===== config.mk =====
export PLATFORM = sky130hd
export DESIGN_NAME = fifo_wr_gate_tmr_flat
export DESIGN_NICKNAME = d
export VERILOG_FILES = /design/src/rtl/fifo_wr_gate_tmr_if.sv /design/src/rtl/fifo_wr_gate_tmr.sv /design/src/flat_wrapper.sv
export SDC_FILE = /design/constraint.sdc
export NUM_CORES = 1
export LEC_CHECK = 0
export CORE_UTILIZATION = 43
export DETAILED_ROUTE_END_ITERATION = 8
export PLACE_DENSITY = 0.72
export SLEW_MARGIN = 0
export SYNTH_ARGS = -nofsm -noshare
export SYNTH_HDL_FRONTEND = slang
export SYNTH_SLANG_ARGS = --single-unit

===== constraint.sdc =====
create_clock -name CLK -period 3.9 [get_ports CLK]
set_clock_uncertainty 0.1 [all_clocks]
set_input_delay 0.975 -clock CLK [delete_from_list [all_inputs] [get_ports CLK]]
set_output_delay 0.975 -clock CLK [all_outputs]
set_load 0.005 [all_outputs]

===== src/rtl/fifo_wr_gate_tmr_if.sv =====
// Sample stream in / readout FIFO write port of the frame-aligned write gate.
// The gate drives the FIFO write side; the environment (ADC + FIFO) is the slave.
interface fifo_wr_gate_tmr_if #(
    parameter int DW = 12
);
    logic [DW-1:0] DIN;
    logic          DATA_VALID;
    logic          FRAME_START;
    logic          FIFO_FULL;
    logic          FIFO_AFULL;
    logic          WR_EN;
    logic [DW-1:0] DOUT;

    modport master (
        input  DIN,
        input  DATA_VALID,
        input  FRAME_START,
        input  FIFO_FULL,
        input  FIFO_AFULL,
        output WR_EN,
        output DOUT
    );

    modport slave (
        output DIN,
        output DATA_VALID,
        output FRAME_START,
        output FIFO_FULL,
        output FIFO_AFULL,
        input  WR_EN,
        input  DOUT
    );
endinterface


===== src/rtl/fifo_wr_gate_tmr.sv =====
// Frame-aligned FIFO write gate with triplicated state, counters and outputs.
//
// state      | meaning
// -----------+-----------------------------------------------------------
// WAIT_RST   | FIFO reset sequencer not done; nothing is written
// WAIT_FRAME | FIFO clean; waiting for a frame start with room in FIFO
// WRITE      | passing samples of the current frame into the FIFO
// OVERFLOW   | sample hit a full FIFO; error latched until RECOVER
// REQ_RST    | asking the sequencer to re-run; leave when DONE drops
//
// Every register exists three times. Next values are computed once from the
// bitwise majority of the copies and written back to all three, so a single
// upset is masked at the outputs and scrubbed at the next clock.
module fifo_wr_gate_tmr #(
    parameter int DW   = 12,
    parameter int CNTW = 8
) (
    input  logic                   CLK,
    input  logic                   RST,
    input  logic                   RST_DONE,
    input  logic                   RECOVER,
    fifo_wr_gate_tmr_if.master     bus,
    output logic                   ARMED,
    output logic                   OVFL,
    output logic                   RESET_REQ,
    output logic [CNTW-1:0]        OVFL_CNT,
    output logic [CNTW-1:0]        FRAME_CNT
);

    typedef enum logic [2:0] {
        WAIT_RST   = 3'd0,
        WAIT_FRAME = 3'd1,
        WRITE      = 3'd2,
        OVERFLOW   = 3'd3,
        REQ_RST    = 3'd4
    } state_t;

    logic [2:0]      st_a, st_b, st_c, st_v;
    logic [CNTW-1:0] oc_a, oc_b, oc_c, oc_v;
    logic [CNTW-1:0] fc_a, fc_b, fc_c, fc_v;
    logic            wr_a, wr_b, wr_c;
    logic [DW-1:0]   do_a, do_b, do_c, do_v;
    logic            arm_a, arm_b, arm_c;
    logic            ovf_a, ovf_b, ovf_c;
    logic            req_a, req_b, req_c;

    state_t          nxt;
    logic [CNTW-1:0] oc_n, fc_n;
    logic            wr_n, arm_n, ovf_n, req_n;
    logic [DW-1:0]   do_n;

    logic            dv, fs, full, afull;
    logic [DW-1:0]   din;

    assign dv    = bus.DATA_VALID;
    assign fs    = bus.FRAME_START;
    assign full  = bus.FIFO_FULL;
    assign afull = bus.FIFO_AFULL;
    assign din   = bus.DIN;

    assign st_v = (st_a & st_b) | (st_a & st_c) | (st_b & st_c);
    assign oc_v = (oc_a & oc_b) | (oc_a & oc_c) | (oc_b & oc_c);
    assign fc_v = (fc_a & fc_b) | (fc_a & fc_c) | (fc_b & fc_c);
    assign do_v = (do_a & do_b) | (do_a & do_c) | (do_b & do_c);

    assign bus.WR_EN = (wr_a & wr_b) | (wr_a & wr_c) | (wr_b & wr_c);
    assign bus.DOUT  = do_v;
    assign ARMED     = (arm_a & arm_b) | (arm_a & arm_c) | (arm_b & arm_c);
    assign OVFL      = (ovf_a & ovf_b) | (ovf_a & ovf_c) | (ovf_b & ovf_c);
    assign RESET_REQ = (req_a & req_b) | (req_a & req_c) | (req_b & req_c);
    assign OVFL_CNT  = oc_v;
    assign FRAME_CNT = fc_v;

    // Next state, counters and registered outputs from the voted copies.
    always_comb begin
        nxt  = WAIT_RST;
        oc_n = oc_v;
        fc_n = fc_v;
        wr_n = 1'b0;
        do_n = do_v;
        case (st_v)
            WAIT_RST: begin
                nxt = RST_DONE ? WAIT_FRAME : WAIT_RST;
            end
            WAIT_FRAME: begin
                if (!RST_DONE) begin
                    nxt = WAIT_RST;
                end else if (dv && fs && !afull && !full) begin
                    nxt  = WRITE;
                    wr_n = 1'b1;
                    do_n = din;
                    fc_n = fc_v + 1'b1;
                end else begin
                    nxt = WAIT_FRAME;
                end
            end
            WRITE: begin
                nxt = WRITE;
                if (!RST_DONE) begin
                    nxt = WAIT_RST;
                end else if (dv && full) begin
                    // Overflow beats a coincident frame start.
                    nxt = OVERFLOW;
                    if (oc_v != {CNTW{1'b1}}) begin
                        oc_n = oc_v + 1'b1;
                    end
                end else if (dv && fs && afull) begin
                    // Skip the whole frame rather than writing a partial one.
                    nxt = WAIT_FRAME;
                end else if (dv) begin
                    wr_n = 1'b1;
                    do_n = din;
                    if (fs) begin
                        fc_n = fc_v + 1'b1;
                    end
                end
            end
            OVERFLOW: begin
                // RECOVER wins over a simultaneous loss of RST_DONE.
                if (RECOVER) begin
                    nxt = REQ_RST;
                end else if (!RST_DONE) begin
                    nxt = WAIT_RST;
                end else begin
                    nxt = OVERFLOW;
                end
            end
            REQ_RST: begin
                nxt = RST_DONE ? REQ_RST : WAIT_RST;
            end
            default: begin
                nxt = WAIT_RST;
            end
        endcase
        arm_n = (nxt == WAIT_FRAME) || (nxt == WRITE);
        ovf_n = (nxt == OVERFLOW);
        req_n = (nxt == REQ_RST);
    end

    // All three copies are rewritten each cycle from the voted next values.
    always_ff @(posedge CLK) begin
        if (RST) begin
            st_a  <= WAIT_RST;
            st_b  <= WAIT_RST;
            st_c  <= WAIT_RST;
            oc_a  <= '0;
            oc_b  <= '0;
            oc_c  <= '0;
            fc_a  <= '0;
            fc_b  <= '0;
            fc_c  <= '0;
            wr_a  <= 1'b0;
            wr_b  <= 1'b0;
            wr_c  <= 1'b0;
            do_a  <= '0;
            do_b  <= '0;
            do_c  <= '0;
            arm_a <= 1'b0;
            arm_b <= 1'b0;
            arm_c <= 1'b0;
            ovf_a <= 1'b0;
            ovf_b <= 1'b0;
            ovf_c <= 1'b0;
            req_a <= 1'b0;
            req_b <= 1'b0;
            req_c <= 1'b0;
        end else begin
            st_a  <= nxt;
            st_b  <= nxt;
            st_c  <= nxt;
            oc_a  <= oc_n;
            oc_b  <= oc_n;
            oc_c  <= oc_n;
            fc_a  <= fc_n;
            fc_b  <= fc_n;
            fc_c  <= fc_n;
            wr_a  <= wr_n;
            wr_b  <= wr_n;
            wr_c  <= wr_n;
            do_a  <= do_n;
            do_b  <= do_n;
            do_c  <= do_n;
            arm_a <= arm_n;
            arm_b <= arm_n;
            arm_c <= arm_n;
            ovf_a <= ovf_n;
            ovf_b <= ovf_n;
            ovf_c <= ovf_n;
            req_a <= req_n;
            req_b <= req_n;
            req_c <= req_n;
        end
    end

endmodule


===== src/flat_wrapper.sv =====
// flat-port wrapper written by rule: the top's interface ports become plain ports
module fifo_wr_gate_tmr_flat 
#(
    parameter int DW   = 12,
    parameter int CNTW = 8
)
  (CLK, RST, RST_DONE, RECOVER, ARMED, OVFL, RESET_REQ, OVFL_CNT, FRAME_CNT, bus_DIN, bus_DATA_VALID, bus_FRAME_START, bus_FIFO_FULL, bus_FIFO_AFULL, bus_WR_EN, bus_DOUT);
  fifo_wr_gate_tmr_if #(.DW(DW)) bus_i ();
  input  logic CLK;
  input  logic RST;
  input  logic RST_DONE;
  input  logic RECOVER;
  output logic ARMED;
  output logic OVFL;
  output logic RESET_REQ;
  output logic [CNTW-1:0] OVFL_CNT;
  output logic [CNTW-1:0] FRAME_CNT;
  input wire logic [$bits(bus_i.DIN)-1:0] bus_DIN;
  input wire logic [$bits(bus_i.DATA_VALID)-1:0] bus_DATA_VALID;
  input wire logic [$bits(bus_i.FRAME_START)-1:0] bus_FRAME_START;
  input wire logic [$bits(bus_i.FIFO_FULL)-1:0] bus_FIFO_FULL;
  input wire logic [$bits(bus_i.FIFO_AFULL)-1:0] bus_FIFO_AFULL;
  output wire logic [$bits(bus_i.WR_EN)-1:0] bus_WR_EN;
  output wire logic [$bits(bus_i.DOUT)-1:0] bus_DOUT;
  assign bus_i.DIN = bus_DIN;
  assign bus_i.DATA_VALID = bus_DATA_VALID;
  assign bus_i.FRAME_START = bus_FRAME_START;
  assign bus_i.FIFO_FULL = bus_FIFO_FULL;
  assign bus_i.FIFO_AFULL = bus_FIFO_AFULL;
  assign bus_WR_EN = bus_i.WR_EN;
  assign bus_DOUT = bus_i.DOUT;
  fifo_wr_gate_tmr #(.DW(DW), .CNTW(CNTW)) u_core (.CLK(CLK), .RST(RST), .RST_DONE(RST_DONE), .RECOVER(RECOVER), .bus(bus_i), .ARMED(ARMED), .OVFL(OVFL), .RESET_REQ(RESET_REQ), .OVFL_CNT(OVFL_CNT), .FRAME_CNT(FRAME_CNT));
endmodule

== After elaboration in Yosys (flattened, before gate mapping) ==
Index checks and enable logic that the tools add are counted.
W data, S select, Z words.
Word-level totals
  register bits after elaboration: 35
  logic and storage cells: 76
  latch bits: 0
  memory bits (writable): 0
  memory bits (read-only): 0
  memories: 0
  bits of input ports: 20
Cells by class
  div/mod/pow operators: 0
  shift-type cells: 0
  bitwise logic cells: 12
  multiply operators: 0
  add/subtract/negate cells: 2
  eq/ne operators: 9
  order comparisons: 0
  reduce and logical (&&, ||, !) cells: 9
  multiplexer cells: 36
Operator list (number)
  $mux W8: 11
  $mux W12: 6
  $or A8 B8 Y8: 4
  $or A12 B12 Y12: 2
  $pmux W12 S2: 1
  $add A8 B1 Y8 const B: 2
  $and A8 B8 Y8: 2
  $pmux W8 S2: 1
  $mux W3: 5
  $pmux W3 S5: 1
  $and A12 B12 Y12: 1
  $eq A3 B2 Y1 const B: 4
  $ne A8 B8 Y1 const B: 1
  $mux W1: 7
  $eq A3 B1 Y1 const B: 2
  $eq A3 B3 Y1 const B: 2
  $mux W2: 3
  $or A3 B3 Y3: 2
  $logic_and A1 B1 Y1: 5
  $and A3 B3 Y3: 1
  $logic_not A3 Y1: 1
  $logic_not A1 Y1: 2
  $pmux W1 S2: 1
  $logic_or A1 B1 Y1: 1

== Depth between registers and ports, before layout ==
Gate-level depths: netlist of run 1.
  depth after elaboration: 10
  depth in mapped cells: 6
  gate-level depth less buffers: 4

== Least setup slack after synthesis of run 1 ==
Ideal clock, no wire load.
  path kind: input -> register
  start point: in RST_DONE
  end point: reg u_core.oc_a[3]
  setup slack: 1.517 ns
  data arrival time: 2.213 ns
  data required time: 3.730 ns
  stages on the path: 5
  cells stage by stage: buf_2 nand2b_1 or3_4 or4_1 a21oi_1
On the way
  cells in the longest elaborated chain, start to end: 2
Ends and longest elaborated chain
  start: declaration: RTL line flat_wrapper.sv:11  | input logic RST_DONE;
  $mux W8: RTL line fifo_wr_gate_tmr.sv:99  | if (!RST_DONE) begin
  $mux W8: RTL line fifo_wr_gate_tmr.sv:81  | case (st_v)
  end signal: assignment: RTL line fifo_wr_gate_tmr.sv:171  | oc_a <= oc_n;
  end: declaration: RTL line fifo_wr_gate_tmr.sv:39  | logic [CNTW-1:0] oc_a, oc_b, oc_c, oc_v;
Every way passes these cells.
A chain may end at the register's enable or synchronous reset.

== Worst setup path in the final report of run 1 ==
  start point: in bus_FIFO_AFULL
  end point: reg u_core.do_a[11]
On the way
  cells in the longest elaborated chain, start to end: 6
  elaborated cells between the ends (all ways): 10
Ends and longest elaborated chain
  start: declaration: RTL line flat_wrapper.sv:22  | input wire logic [$bits(bus_i.FIFO_AFULL)-1:0] bus_FIFO_AFULL;
  $logic_not A1 Y1: RTL line fifo_wr_gate_tmr.sv:88  | end else if (dv && fs && !afull && !full) begin
  $logic_and A1 B1 Y1 (2 in a row): RTL line fifo_wr_gate_tmr.sv:88
  $mux W12: RTL line fifo_wr_gate_tmr.sv:88
  $mux W12: RTL line fifo_wr_gate_tmr.sv:86  | if (!RST_DONE) begin
  $pmux W12 S2 *: RTL line fifo_wr_gate_tmr.sv:81
  end signal: assignment: RTL line fifo_wr_gate_tmr.sv:180  | do_a <= do_n;
  end: declaration: RTL line fifo_wr_gate_tmr.sv:42  | logic [DW-1:0] do_a, do_b, do_c, do_v;
Mark *: on every way between the ends. The rest lies on a longest branch, timed or not.

==> results of run 1 <==
## worst max-delay path by stage
stage / endpoint / cells past startpoint / slack, ps / startpoint
floorplan: u_core.oc_a[3] / 5 / 1520 / RST_DONE
CTS: u_core.fc_a[6] / 5 / 1070 / RST_DONE
detailed placement: u_core.fc_a[6] / 5 / 780 / RST_DONE
global placement: u_core.fc_a[6] / 5 / 860 / RST_DONE
finish: u_core.do_a[11] / 5 / 1070 / bus_FIFO_AFULL
global route: u_core.do_a[11] / 5 / 900 / bus_FIFO_AFULL
## placed cells by master, fill, tap and decap left out, drive strengths merged, types with 3 or more instances in the layout
| master | synthesis | layout |
|---|---|---|
| a21oi | 22 | 22 |
| nand2 | 5 | 5 |
| or3 | 5 | 5 |
| inv | 3 | 3 |
| xor2 | 3 | 3 |
| nand3b | 3 | 3 |
| nand3 | 20 | 20 |
| nor3 | 3 | 3 |
| o21ai | 18 | 18 |
| or4 | 4 | 4 |
| and4 | 3 | 3 |
| clkbuf | 9 | 7 |
| dfxtp | 35 | 35 |
| nor2 | 11 | 11 |
| clkdlybuf4s50 | 0 | 51 |
| o31ai | 4 | 4 |
| nor2b | 3 | 3 |
## critical path: stages
cell	delay, ps
clkdlybuf4s50_1	490
and2_1	210
o21ai_0	890
nand3_1	200
a21oi_1	170
## cell type report
type,count,share of cell area (%)
clock buffers,7,3.44
well taps,46,2.60
multi-input cells,135,38.3
flip-flops and latches,35,31.6
inverters,3,0.508
repair buffers,52,23.4
clock inverters,1,0.226
## cells by family after synthesis
logic type / synth area share, %
multiplexers: 2.64
AND/OR/NAND/NOR: 27.4
adder cells (fa/ha/maj): 1.55
buffers and inverters: 3.81
flip-flops: 43.5
AO/OA/AOI/OAI: 19.0
XOR/XNOR: 2.18
## flip-flops by register name, indices dropped and copies added, names as in the netlist
name / cells
u_core.st_a: 3
u_core.req_a: 1
u_core.wr_a: 1
u_core.oc_a: 8
u_core.fc_a: 8
u_core.do_a: 12
u_core.ovf_a: 1
u_core.arm_a: 1
## Yosys cell counts, drive strengths merged, types with 2 or more instances
library cell  number  area [µm²]
dfxtp             35         701
a21oi             22         110
nand3             20         100
o21ai             18        90.1
nor2              11        41.3
clkbuf             9        33.8
nand2              5        18.8
or3                5        36.3
o31ai              4        30.0
or4                4        30.0
and4               3        26.3
inv                3        11.3
nand3b             3        22.5
nor2b              3        18.8
nor3               3        15.0
xor2               3        26.3
a31oi              2        12.5
and3               2        12.5
and4b              2        20.0
buf                2        16.3
ha                 2        25.0
mux2               2        22.5
mux2i              2        20.0
nand2b             2        20.0
nand4              2        12.5
nand4bb            2        22.5
o32a               2        20.0
## where the power goes
group | internal, mW | total, mW | switching [mW]
Sequential | 0.360 | 0.362 | 0.00225
Combinational | 0.0279 | 0.0521 | 0.0242
Clock | 0.125 | 0.241 | 0.116
## routing by layer
layer	up-vias	global-route usage (%)
met3	5	4.89
met4	0	6.25
met2	35	29.4
li1	780	-
met5	-	0
met1	717	25.0
## stage by stage
| step | hold slack [ps] | worst slack (ps) | instances | util [%] | power (mW) |
|---|---|---|---|---|---|
| after global placement | 362 | 861 | 271 | 61.6 | 0.420 |
| final | 378 | 1070 | 279 | 63.9 | 0.655 |
| after floorplan | 370 | 1520 | 184 | - | 0.393 |
| after CTS | 383 | 1070 | 279 | 63.9 | 0.662 |
| after global routing | 407 | 897 | 279 | 63.9 | 0.686 |
| after detailed placement | 373 | 784 | 271 | 61.6 | 0.422 |
==> reports/results.tsv, run 1 <==
stage	metric	value	unit
global_route	first-pass GRT wire length	6.02	mm
critical_path	Required @ worst endpoint	4010	ps
detailed_routing	Avg Vias per Cell	5.51	
clock_network	Max Root-Sink Buffers	2	
run_status	status	complete, no violations	
floorplanning	Die Ht	63.2	µm
layout	Antenna Cells	0	
detailed_routing	Metal-1 WL	1.75	mm
clock_network	Resize count post-CTS	0	
critical_path	R2R Setup Slk	1850	ps
detailed_routing	DR DRC count	0	
layout	# fillers	298	
yosys	post-synthesis area per instance	8.75	µm²
sta	Max-slew headroom	21.8	%
hold_path	Hold Crit Start	u_core.do_a[11]	
clock_network	CTS buffer count	5	
layout	Sequential Area	701	µm²
global_route	gr usage total	18.8	%
floorplanning	DIE AREA	0.00399	mm²
yosys	Yosys Warn Count	0	
yosys	Mapped Area	0.00161	mm²
layout	Layout area overhead	37.7	%
yosys	Distinct cells, synth	42	
placement	gpl congestion	0.845	
global_route	vias in the first global route	1320	
detailed_routing	DR WL/cell	13.2	µm
floorplanning	FP Rows	21	
pwr	pwr dens	296	mW/mm²
placement	PortBufs	51	
detailed_routing	routed wl met2	1.76	mm
flow_run	Max Cap Viol	0	
global_route	total gr overflow	0	
clock_network	post-CTS setup buffer count	0	
floorplanning	die width	63.2	µm
layout	Final nets	254	
yosys	Main synth FF type	dfxtp_1	
pwr	peak supply drop	0.226	mV
sta	final-report max-slew violation count	0	
global_route	initial antenna violation count	0	
floorplanning	Core Box Area	0.00347	mm²
yosys	syn nets	206	
clock_network	cts hold-fix bufs	0	
critical_path	CP Max Fanout	12	
hold_path	Hold Path Class	reg2reg	
global_route	largest net degree at the start of global routing	36	
sta	Hold Fails Final Rpt	0	
layout	layout cells sized above 1	4.72	%
floorplanning	num ports	52	
clock_network	CTS tree	done	
yosys	sequential area share after synthesis	43.5	%
sta	fmax	0.354	GHz
placement	Placement Cell Area	0.00214	mm²
sta	final period utilization	72.5	%
detailed_routing	iteration-0 DRC count of the detailed router	120	
detailed_routing	vias after detailed routing	1537	
hold_path	Hold Path End	u_core.do_a[11]	
detailed_routing	final wirelength	3.69	mm
clock_network	CTS H-Tree Depth	2	
detailed_routing	ANT nets after route	0	
clock_network	CTS sink cnt	35	
sta	unrepaired setup endpoints after global routing	no	
critical_path	reg2reg path depth	4	
yosys	Async S/R FF share, synth	0	%
placement	dpl hpwl	2.71	mm
sta	setup violators final	0	
yosys	number of flops mapped to enable cells by yosys	0	
critical_path	Worst Setup Path Type	in2reg	
sta	Slew @ Worst Pin	1160	ps
layout	Final Cell Area	0.00222	mm²
yosys	Synth Register Bits	35	
clock_network	Clk Latency, worst-skew pair	280	ps
detailed_routing	DR pass1 iterations	4	
detailed_routing	uppermost layer routed	met4	
critical_path	RR Startpoint	u_core.st_a[1]	
detailed_routing	Met3 Routed Length	153	µm
clock_network	CTS root buf	clkbuf_8	
hold_path	hold depth	2	
sta	setup TNS	0	ps
clock_network	clock transition at the registers of the reported paths	60	ps
yosys	Syn Inst Count	184	
critical_path	crit end category	flop	
sta	fin crit period	2830	ps
critical_path	Crit Reg-Reg Endpoint	u_core.do_a[11]	
critical_path	CP arrival	2940	ps
layout	area occupied by multi-input gates	848	µm²
critical_path	Startpoint Class	input pin	
floorplanning	Initial Util	46.4	%
pwr	static leakage	0.763	nW
Note: power is estimated with default switching activity, not from simulation.
==> run 2: changes to the inputs <==
clock period = 2.75 ns   (was 3.9 ns; I/O delays follow)
==> reports/results.tsv, run 2 (synthesized netlist as in run 1, its figures left out) <==
stage	metric	value	unit
run_status	status	complete, no violations	
clock_network	clock transition at the registers of the reported paths	70	ps
sta	Slew @ Worst Pin	1240	ps
global_route	total gr overflow	0	
critical_path	Worst Setup Path Type	in2reg	
global_route	largest net degree at the start of global routing	35	
floorplanning	Core Box Area	0.00347	mm²
floorplanning	num ports	52	
placement	gpl congestion	0.885	
pwr	Comb power frac	8.0	%
detailed_routing	DR pass1 iterations	4	
pwr	pwr dens	440	mW/mm²
sta	setup TNS	0	ps
global_route	initial antenna violation count	0	
layout	Antenna Cells	0	
clock_network	post-CTS setup buffer count	0	
floorplanning	FP Rows	21	
placement	dpl hpwl	2.91	mm
critical_path	CP Max Fanout	12	
sta	final-report max-slew violation count	0	
pwr	Total Power	1.00	mW
sta	Max-slew headroom	16.4	%
layout	Reg with most FFs	u_core.do_a	
global_route	vias in the first global route	1501	
critical_path	worst path bufs/invs	1	
layout	largest registers	u_core.do_a (12), u_core.fc_a (8), u_core.oc_a (8)	
detailed_routing	final wirelength	4.03	mm
detailed_routing	DR WL/cell	14.2	µm
critical_path	Required @ worst endpoint	2870	ps
global_route	gr usage total	22.3	%
layout	Largest register FFs	12	
floorplanning	DIE AREA	0.00399	mm²
layout	Layout area overhead	41.2	%
floorplanning	Die Ht	63.2	µm
critical_path	CP arrival	2630	ps
floorplanning	die width	63.2	µm
layout	most frequent cells in the layout	clkdlybuf4s50_1, dfxtp_1, a21oi_1, nand3_1, o21ai_0	
critical_path	crit end category	flop	
detailed_routing	Avg Vias per Cell	5.58	
clock_network	CTS sink cnt	35	
clock_network	Max Root-Sink Buffers	2	
detailed_routing	ANT nets after route	0	
critical_path	Startpoint Class	input pin	
layout	Final nets	259	
sta	unrepaired setup endpoints after global routing	no	
pwr	switching pwr	0.218	mW
pwr	sw frac	21.8	%
pwr	static leakage	0.796	nW
floorplanning	Initial Util	46.4	%
detailed_routing	iteration-0 DRC count of the detailed router	125	
clock_network	cts hold-fix bufs	0	
clock_network	CTS H-Tree Depth	2	
sta	Hold Fails Final Rpt	0	
clock_network	CTS buffer count	5	
sta	setup violators final	0	
sta	Final WS setup	239	ps
clock_network	CTS root buf	clkbuf_8	
clock_network	CTS tree	done	
pwr	Int Power	0.782	mW
placement	Placement Cell Area	0.00217	mm²
layout	commonest non-fill, non-tap cell in the layout	clkdlybuf4s50_1	
clock_network	Resize count post-CTS	0	
critical_path	slowest CP cell	o21ai_0	
critical_path	Max stage delay on crit path	950	ps
hold_path	Hold Path Class	reg2reg	
layout	layout cells sized above 1	7.14	%
detailed_routing	vias after detailed routing	1584	
detailed_routing	DR DRC count	0	
sta	fmax	0.398	GHz
sta	fin crit period	2510	ps
clock_network	Clk Latency, worst-skew pair	280	ps
pwr	clock share of power	40.7	%
sta	final period utilization	91.3	%
pwr	peak supply drop	0.280	mV
critical_path	crit-path cells	clkdlybuf4s50_1 > and2_1 > o21ai_0 > nand3_1 > a21oi_1	
placement	pre-CTS WS	-34.1	ps
flow_run	Max Cap Viol	0	
placement	PortBufs	51	
layout	Final Cell Area	0.00227	mm²
pwr	Flop pwr share	51.3	%
global_route	first-pass GRT wire length	6.96	mm
critical_path	Worst path top cell family by delay	compound AO/OA/AOI/OAI gates	
## run 2: cell types whose count changed in the layout (fill, tap and decap cells not counted), sizes merged
cell and change:
buf +5, clkinv -1, clkbuf +1
## run 2: path summary, 6_finish.rpt
| check | from | to | slack (ps) | depth (start not counted) |
|---|---|---|---|---|
| hold / removal | u_core.do_a[3] | u_core.do_a[3] | 380 | 2 |
| hold reg to reg | u_core.do_a[3] | u_core.do_a[3] | 380 | 2 |
| setup reg to reg | u_core.st_a[1] | u_core.do_a[10] | 600 | 4 |
| setup / recovery | bus_FIFO_AFULL | u_core.do_a[10] | 240 | 5 |
## run 2: layout make-up
cell class	instances	area, µm²
timing repair buffer	57	556
clock buffer	8	100
sequential	35	701
multi-input combinational	135	848
tap	46	57.6
fill	312	1190
inverter	3	11.3
## run 2: routing by layer
metal / track usage (%) / part of all wire [%]
met3: 5.98 / 4.4
met4: 7.67 / 1.2
met1: 26.7 / 44
met5: 0 / 0
met2: 38.2 / 50
## run 2: per-stage QoR
step	hold WS (ps)	cells	utilization, %
2_1_floorplan	370	184	-
3_3_place_gp	365	276	62.7
3_5_place_dp	373	276	62.7
4_1_cts	383	284	65.5
5_1_grt	400	284	65.5
6_report	383	284	65.5
## run 2: power groups by stage
| stage | sequential, mW | clock, mW | combinational, mW |
|---|---|---|---|
| 2_1_floorplan | 0.524 | 0 | 0.0329 |
| 3_3_place_gp | 0.525 | 0 | 0.0772 |
| 3_5_place_dp | 0.525 | 0 | 0.0792 |
| 4_1_cts | 0.513 | 0.422 | 0.0798 |
| 5_1_grt | 0.514 | 0.444 | 0.0872 |
| 6_report | 0.513 | 0.407 | 0.0800 |
## run 2: tightest hold or removal path, stage by stage (launching register included)
cell     delay [ps]
dfxtp_1         310
o21ai_0          60
a21oi_1          60
==> RTL edit 1 (config.mk and constraints of run 2) <==
Register the outputs `OVFL`, `OVFL_CNT` and `FRAME_CNT`, with the module's reset; this adds one clock of latency there. The other outputs are not delayed to match.
--- a/src/rtl/fifo_wr_gate_tmr.sv
+++ b/src/rtl/fifo_wr_gate_tmr.sv
@@ -66,10 +66,18 @@
     assign bus.WR_EN = (wr_a & wr_b) | (wr_a & wr_c) | (wr_b & wr_c);
     assign bus.DOUT  = do_v;
     assign ARMED     = (arm_a & arm_b) | (arm_a & arm_c) | (arm_b & arm_c);
-    assign OVFL      = (ovf_a & ovf_b) | (ovf_a & ovf_c) | (ovf_b & ovf_c);
     assign RESET_REQ = (req_a & req_b) | (req_a & req_c) | (req_b & req_c);
-    assign OVFL_CNT  = oc_v;
-    assign FRAME_CNT = fc_v;
+    always_ff @(posedge CLK) begin
+        if (RST) begin
+            OVFL      <= '0;
+            OVFL_CNT  <= '0;
+            FRAME_CNT <= '0;
+        end else begin
+            OVFL      <= (ovf_a & ovf_b) | (ovf_a & ovf_c) | (ovf_b & ovf_c);
+            OVFL_CNT  <= oc_v;
+            FRAME_CNT <= fc_v;
+        end
+    end
 
     // Next state, counters and registered outputs from the voted copies.
     always_comb begin
Behaviour: not the same (Yosys sat finds a counterexample within 4 cycles, from zero or initial values and one cycle with RST high).
==> RTL edit 1 against run 2 <==
The flow now finishes with violations (design-rule violations); cell area rose by 20%; power rose by 28%; highest routed layer unchanged; worst setup slack improved by 0.14 ns; largest power group unchanged; clock power rose by 8.8%; synthesized area rose by 26%; synthesized cell count rose by 18%; fmax rose by 6.1%; wire length rose by 5.2%; sequential cell count rose by 17; first-iteration DRC count fell by 6.4%; register-to-register slack improved by 0.20 ns; count of clock-buffer cells in the layout fell by 1.
==> RTL edit 1: results (changes against run 2) <==
* Register area share after synthesis at 51.2% (was 43.5%)
* Pre-CTS setup slack at 0.0870 ns (was -0.0341 ns)
* CTS sink cnt at 52 (was 35)
* Hold path depth at 1 (was 2)
* Skew-Pair Late Insertion Delay at 0.30 ns (was 0.28 ns)
* Leakage power at 0.972 nW (was 0.796 nW)
* Failing checks: design-rule violations
* Non-clk bufs at 62 (was 57)
* WHS at 0.346 ns (was 0.383 ns)
* GP Congestion at 0.869 (was 0.885)
* GR Layer Usage met1 at 24.3% (was 26.7%)
* Synthesis-to-finish area growth at 34.7% (was 41.2%)
* Clock buffers at 7 (was 8)
* Count of multi-input gates at 148 (was 135)
* Multi-input combinational area share at 33.5% (was 37.3%)
* Cell count after synthesis at 217 (was 184)
* List of most frequent post-synthesis cells: dfxtp_1 (52), nand3_1 (21), a21oi_1 (18) (was dfxtp_1 (35), a21oi_1 (22), nand3_1 (20))
* Share of cells above drive strength 1 at 8.76% (was 7.14%)
* Power Density at 469 nW/um2 (was 440 nW/um2)
* Clk pwr share at 34.5% (was 40.7%)
* Met2 usage at 28.2% (was 38.2%)
* Logic gate share of total power at 6.4% (was 8.0%)
* Worst-path maximum fanout at 5 (was 12)
* Area contributors post-synth: dfxtp_1 (51%), nor2b_1 (5.2%), nand3_1 (5.2%) (was dfxtp_1 (44%), a21oi_1 (6.8%), nand3_1 (6.2%))
* # DRC at 4 (was 0)
* Worst VDD drop at 0.271 mV (was 0.280 mV)
* Met3 Use GR at 2.56% (was 5.98%)
* Syn Nets at 239 (was 206)
* Status: finished, violations left (was completed)
* Clk tree area frac at 3.43% (was 4.40%)
* Area after DPL at 2640 um2 (was 2170 um2)
* Reg clk slew, reported paths at 0.09 ns (was 0.07 ns)
RTL edit 1: cell types whose count changed in the layout (fill, tap and decap cells not counted), sizes merged, moves of 3 or more:
| cell | delta |
|---|---|
| dfxtp | +17 |
| nor2b | +14 |
| buf | +5 |
| a21oi | -4 |
| o21ai | -4 |
| mux2 | +3 |
| nand2b | +3 |
| nand3b | -3 |
| nor2 | +3 |
| nor3 | +3 |
| or3 | -3 |
RTL edit 1: cell families (layout without fill, tap and decap cells):
group                      count (synthesis)  after routing  synth area share (%)
and+or+nand+nor                           90             90                  25.7
DFF                                       52             52                  51.2
AOI/OAI and AO/OA                         46             46                  13.2
buffers and inverters                     17             74                  3.63
muxes                                      6              6                  3.26
xor gates and xnor gates                   4              4                  1.72
adders and majority gates                  2              2                  1.23
RTL edit 1: layer usage:
layer,vias to the layer above,wire length [um]
met5,-,0
met4,0,34
met3,2,143
met2,37,2030
met1,812,2030
li1,876,-
==> RTL edit 2 (flow settings as in run 2) <==
Without the edit above. `CNTW` is set to 8 in 2 places; all go to 7.
--- a/src/rtl/fifo_wr_gate_tmr.sv
+++ b/src/rtl/fifo_wr_gate_tmr.sv
@@ -13,7 +13,7 @@
 // upset is masked at the outputs and scrubbed at the next clock.
 module fifo_wr_gate_tmr #(
     parameter int DW   = 12,
-    parameter int CNTW = 8
+    parameter int CNTW = 7
 ) (
     input  logic                   CLK,
     input  logic                   RST,
--- a/src/flat_wrapper.sv
+++ b/src/flat_wrapper.sv
@@ -2,7 +2,7 @@
 module fifo_wr_gate_tmr_flat 
 #(
     parameter int DW   = 12,
-    parameter int CNTW = 8
+    parameter int CNTW = 7
 )
   (CLK, RST, RST_DONE, RECOVER, ARMED, OVFL, RESET_REQ, OVFL_CNT, FRAME_CNT, bus_DIN, bus_DATA_VALID, bus_FRAME_START, bus_FIFO_FULL, bus_FIFO_AFULL, bus_WR_EN, bus_DOUT);
   fifo_wr_gate_tmr_if #(.DW(DW)) bus_i ();
Ports: changed (resized FRAME_CNT and OVFL_CNT); port bits go from 52 to 50. The function was not compared with the original's and may differ.
==> RTL edit 2 against run 2 <==
Sequential cell count decreased by 2; die area is 9.4% lower; worst setup slack better by 0.22 ns; synthesized area fell by 9.7%; sequential power down 5.8%; combinational power down 15%; cell area is 10% lower; largest cell class unchanged; wire length is 9.0% lower; power is 18% lower; non-clock buffer count down 4.
==> RTL edit 2: results (changes against run 2) <==
* Layout fillers at 280 (was 312)
* Fin nets at 241 (was 259)
* Crit path DAT at 2.40 ns (was 2.63 ns)
* Crit-path leading delay family: buffers and inverters (was compound AO/OA/AOI/OAI gates)
* Pin count of the biggest net entering global routing at 34 (was 35)
* Slowest cell on the critical path: clkdlybuf4s50_1 (was o21ai_0)
* Slowest stage delay, CP at 0.48 ns (was 0.95 ns)
* Number of distinct library cells after synthesis at 35 (was 42)
* R2r startpoint: u_core.st_a[0] (was u_core.st_a[1])
* Status: completed (unchanged)
* Worst VDD drop at 0.286 mV (was 0.280 mV)
* List of most frequent post-synthesis cells: dfxtp_1 (33), a21oi_1 (27), nand3_1 (19) (was dfxtp_1 (35), a21oi_1 (22), nand3_1 (20))
* R2R Setup Slk at 0.70 ns (was 0.60 ns)
* Buffers on Ports at 49 (was 51)
* GP Congestion at 0.832 (was 0.885)
* Worst Reg-to-Reg Cells at 4 (unchanged)
* Worst setup endpoint: u_core.do_a[3] (was u_core.do_a[10])
* Worst-path maximum fanout at 13 (was 12)
* Wire length of the first global-routing pass at 5780 um (was 6960 um)
* CTS Root Cell: clkbuf_4 (was clkbuf_8)
* Biggest regs: u_core.do_a: 12 flops, u_core.fc_a: 7 flops, u_core.oc_a: 7 flops (was u_core.do_a: 12 flops, u_core.fc_a: 8 flops, u_core.oc_a: 8 flops)
* Share of cells above drive strength 1 at 5.94% (was 7.14%)
* Final wirelength at 3670 um (was 4030 um)
* Worst Setup SP: RST_DONE (was bus_FIFO_AFULL)
* Detailed Routing Iterations Pass 1 at 6 (was 4)
* Syn Nets at 192 (was 206)
* Skew-Pair Late Insertion Delay at 0.32 ns (was 0.28 ns)
* Post-CTS Resized at 0 (unchanged)
* 1st-iter DRT viols at 191 (was 125)
* Overall routing resource usage at 21.7% (was 22.3%)
* Tightest Pin Transition at 0.838 ns (was 1.24 ns)
* Vias per cell at 5.60 (was 5.58)
* Area contributors post-synth: dfxtp_1 (45%), a21oi_1 (9.3%), nand3_1 (6.5%) (was dfxtp_1 (44%), a21oi_1 (6.8%), nand3_1 (6.2%))
* Register area share after synthesis at 45.4% (was 43.5%)
* Reg clk slew, reported paths at 0.09 ns (was 0.07 ns)
* Leakage power at 0.693 nW (was 0.796 nW)
* R2r endpoint: u_core.do_a[8] (was u_core.do_a[10])
* Vias in the first global route at 1334 (was 1501)
* Sw frac at 22.3% (was 21.8%)
* HPWL Detailed at 2630 um (was 2910 um)
[RTL edit 2: logic make-up after synthesis]
| group | after synthesis | synth area share (%) |
|---|---|---|
| AOI/OAI and AO/OA | 53 | 20.1 |
| and+or+nand+nor | 63 | 25.1 |
| muxes | 1 | 0.688 |
| DFF | 33 | 45.4 |
| buffers and inverters | 14 | 3.96 |
| adders and majority gates | 2 | 1.72 |
| xor gates and xnor gates | 4 | 2.93 |
[RTL edit 2: layout make-up]
cell class | count | area, um2 | share of cell area (%)
Multi-Input combinational cell | 123 | 736 | 36.1
Sequential cell | 33 | 661 | 32.4
Timing Repair Buffer | 53 | 520 | 25.5
Clock buffer | 7 | 55.1 | 2.70
Tap cell | 44 | 55.1 | 2.70
Inverter | 3 | 11.3 | 0.552
[RTL edit 2: how the worst min path moves through the flow]
stage | from | cells past startpoint | end | slack (ns)
2_1_floorplan | u_core.fc_a[6] | 2 | u_core.fc_a[6] | 0.37
3_3_place_gp | u_core.do_a[0] | 2 | u_core.do_a[0] | 0.36
3_5_place_dp | u_core.do_a[2] | 2 | u_core.do_a[2] | 0.37
4_1_cts | u_core.do_a[2] | 2 | u_core.do_a[2] | 0.38
5_1_grt | u_core.do_a[2] | 2 | u_core.do_a[2] | 0.42
6_report | u_core.do_a[2] | 2 | u_core.do_a[2] | 0.38
[RTL edit 2: metrics by stage]
stage	hold WS, ns	worst slack, ns	cell area (um2)	std cells	utilization (%)
2_1_floorplan	0.368	0.753	1450	170	-
3_3_place_gp	0.360	0.242	1980	256	63.4
3_5_place_dp	0.370	0.151	1980	256	63.4
4_1_cts	0.383	0.501	2040	263	65.2
5_1_grt	0.416	0.352	2040	263	65.2
6_report	0.384	0.460	2040	263	65.2
[RTL edit 2: power by group through the flow]
stage	Sequential (W)	Combinational (W)	Clock [W]
3_5_place_dp	0.000494	0.0000678	0
4_1_cts	0.000483	0.0000681	0.000277
2_1_floorplan	0.000494	0.0000268	0
5_1_grt	0.000484	0.0000736	0.000300
3_3_place_gp	0.000494	0.0000661	0
6_report	0.000483	0.0000684	0.000270
[RTL edit 2: tightest hold or removal path: cells and delay by family (launching register included)]
kind	cells	cell delay, ns
compound gates	2	0.13
flops	1	0.32
[RTL edit 2: routing by layer]
| layer | vias up | global-route usage (%) | part of all wire [%] |
|---|---|---|---|
| met4 | 0 | 9.30 | 1.0 |
| li1 | 725 | - | - |
| met3 | 4 | 7.58 | 4.0 |
| met5 | - | 0 | 0 |
| met1 | 703 | 26.0 | 45 |
| met2 | 40 | 34.7 | 50 |
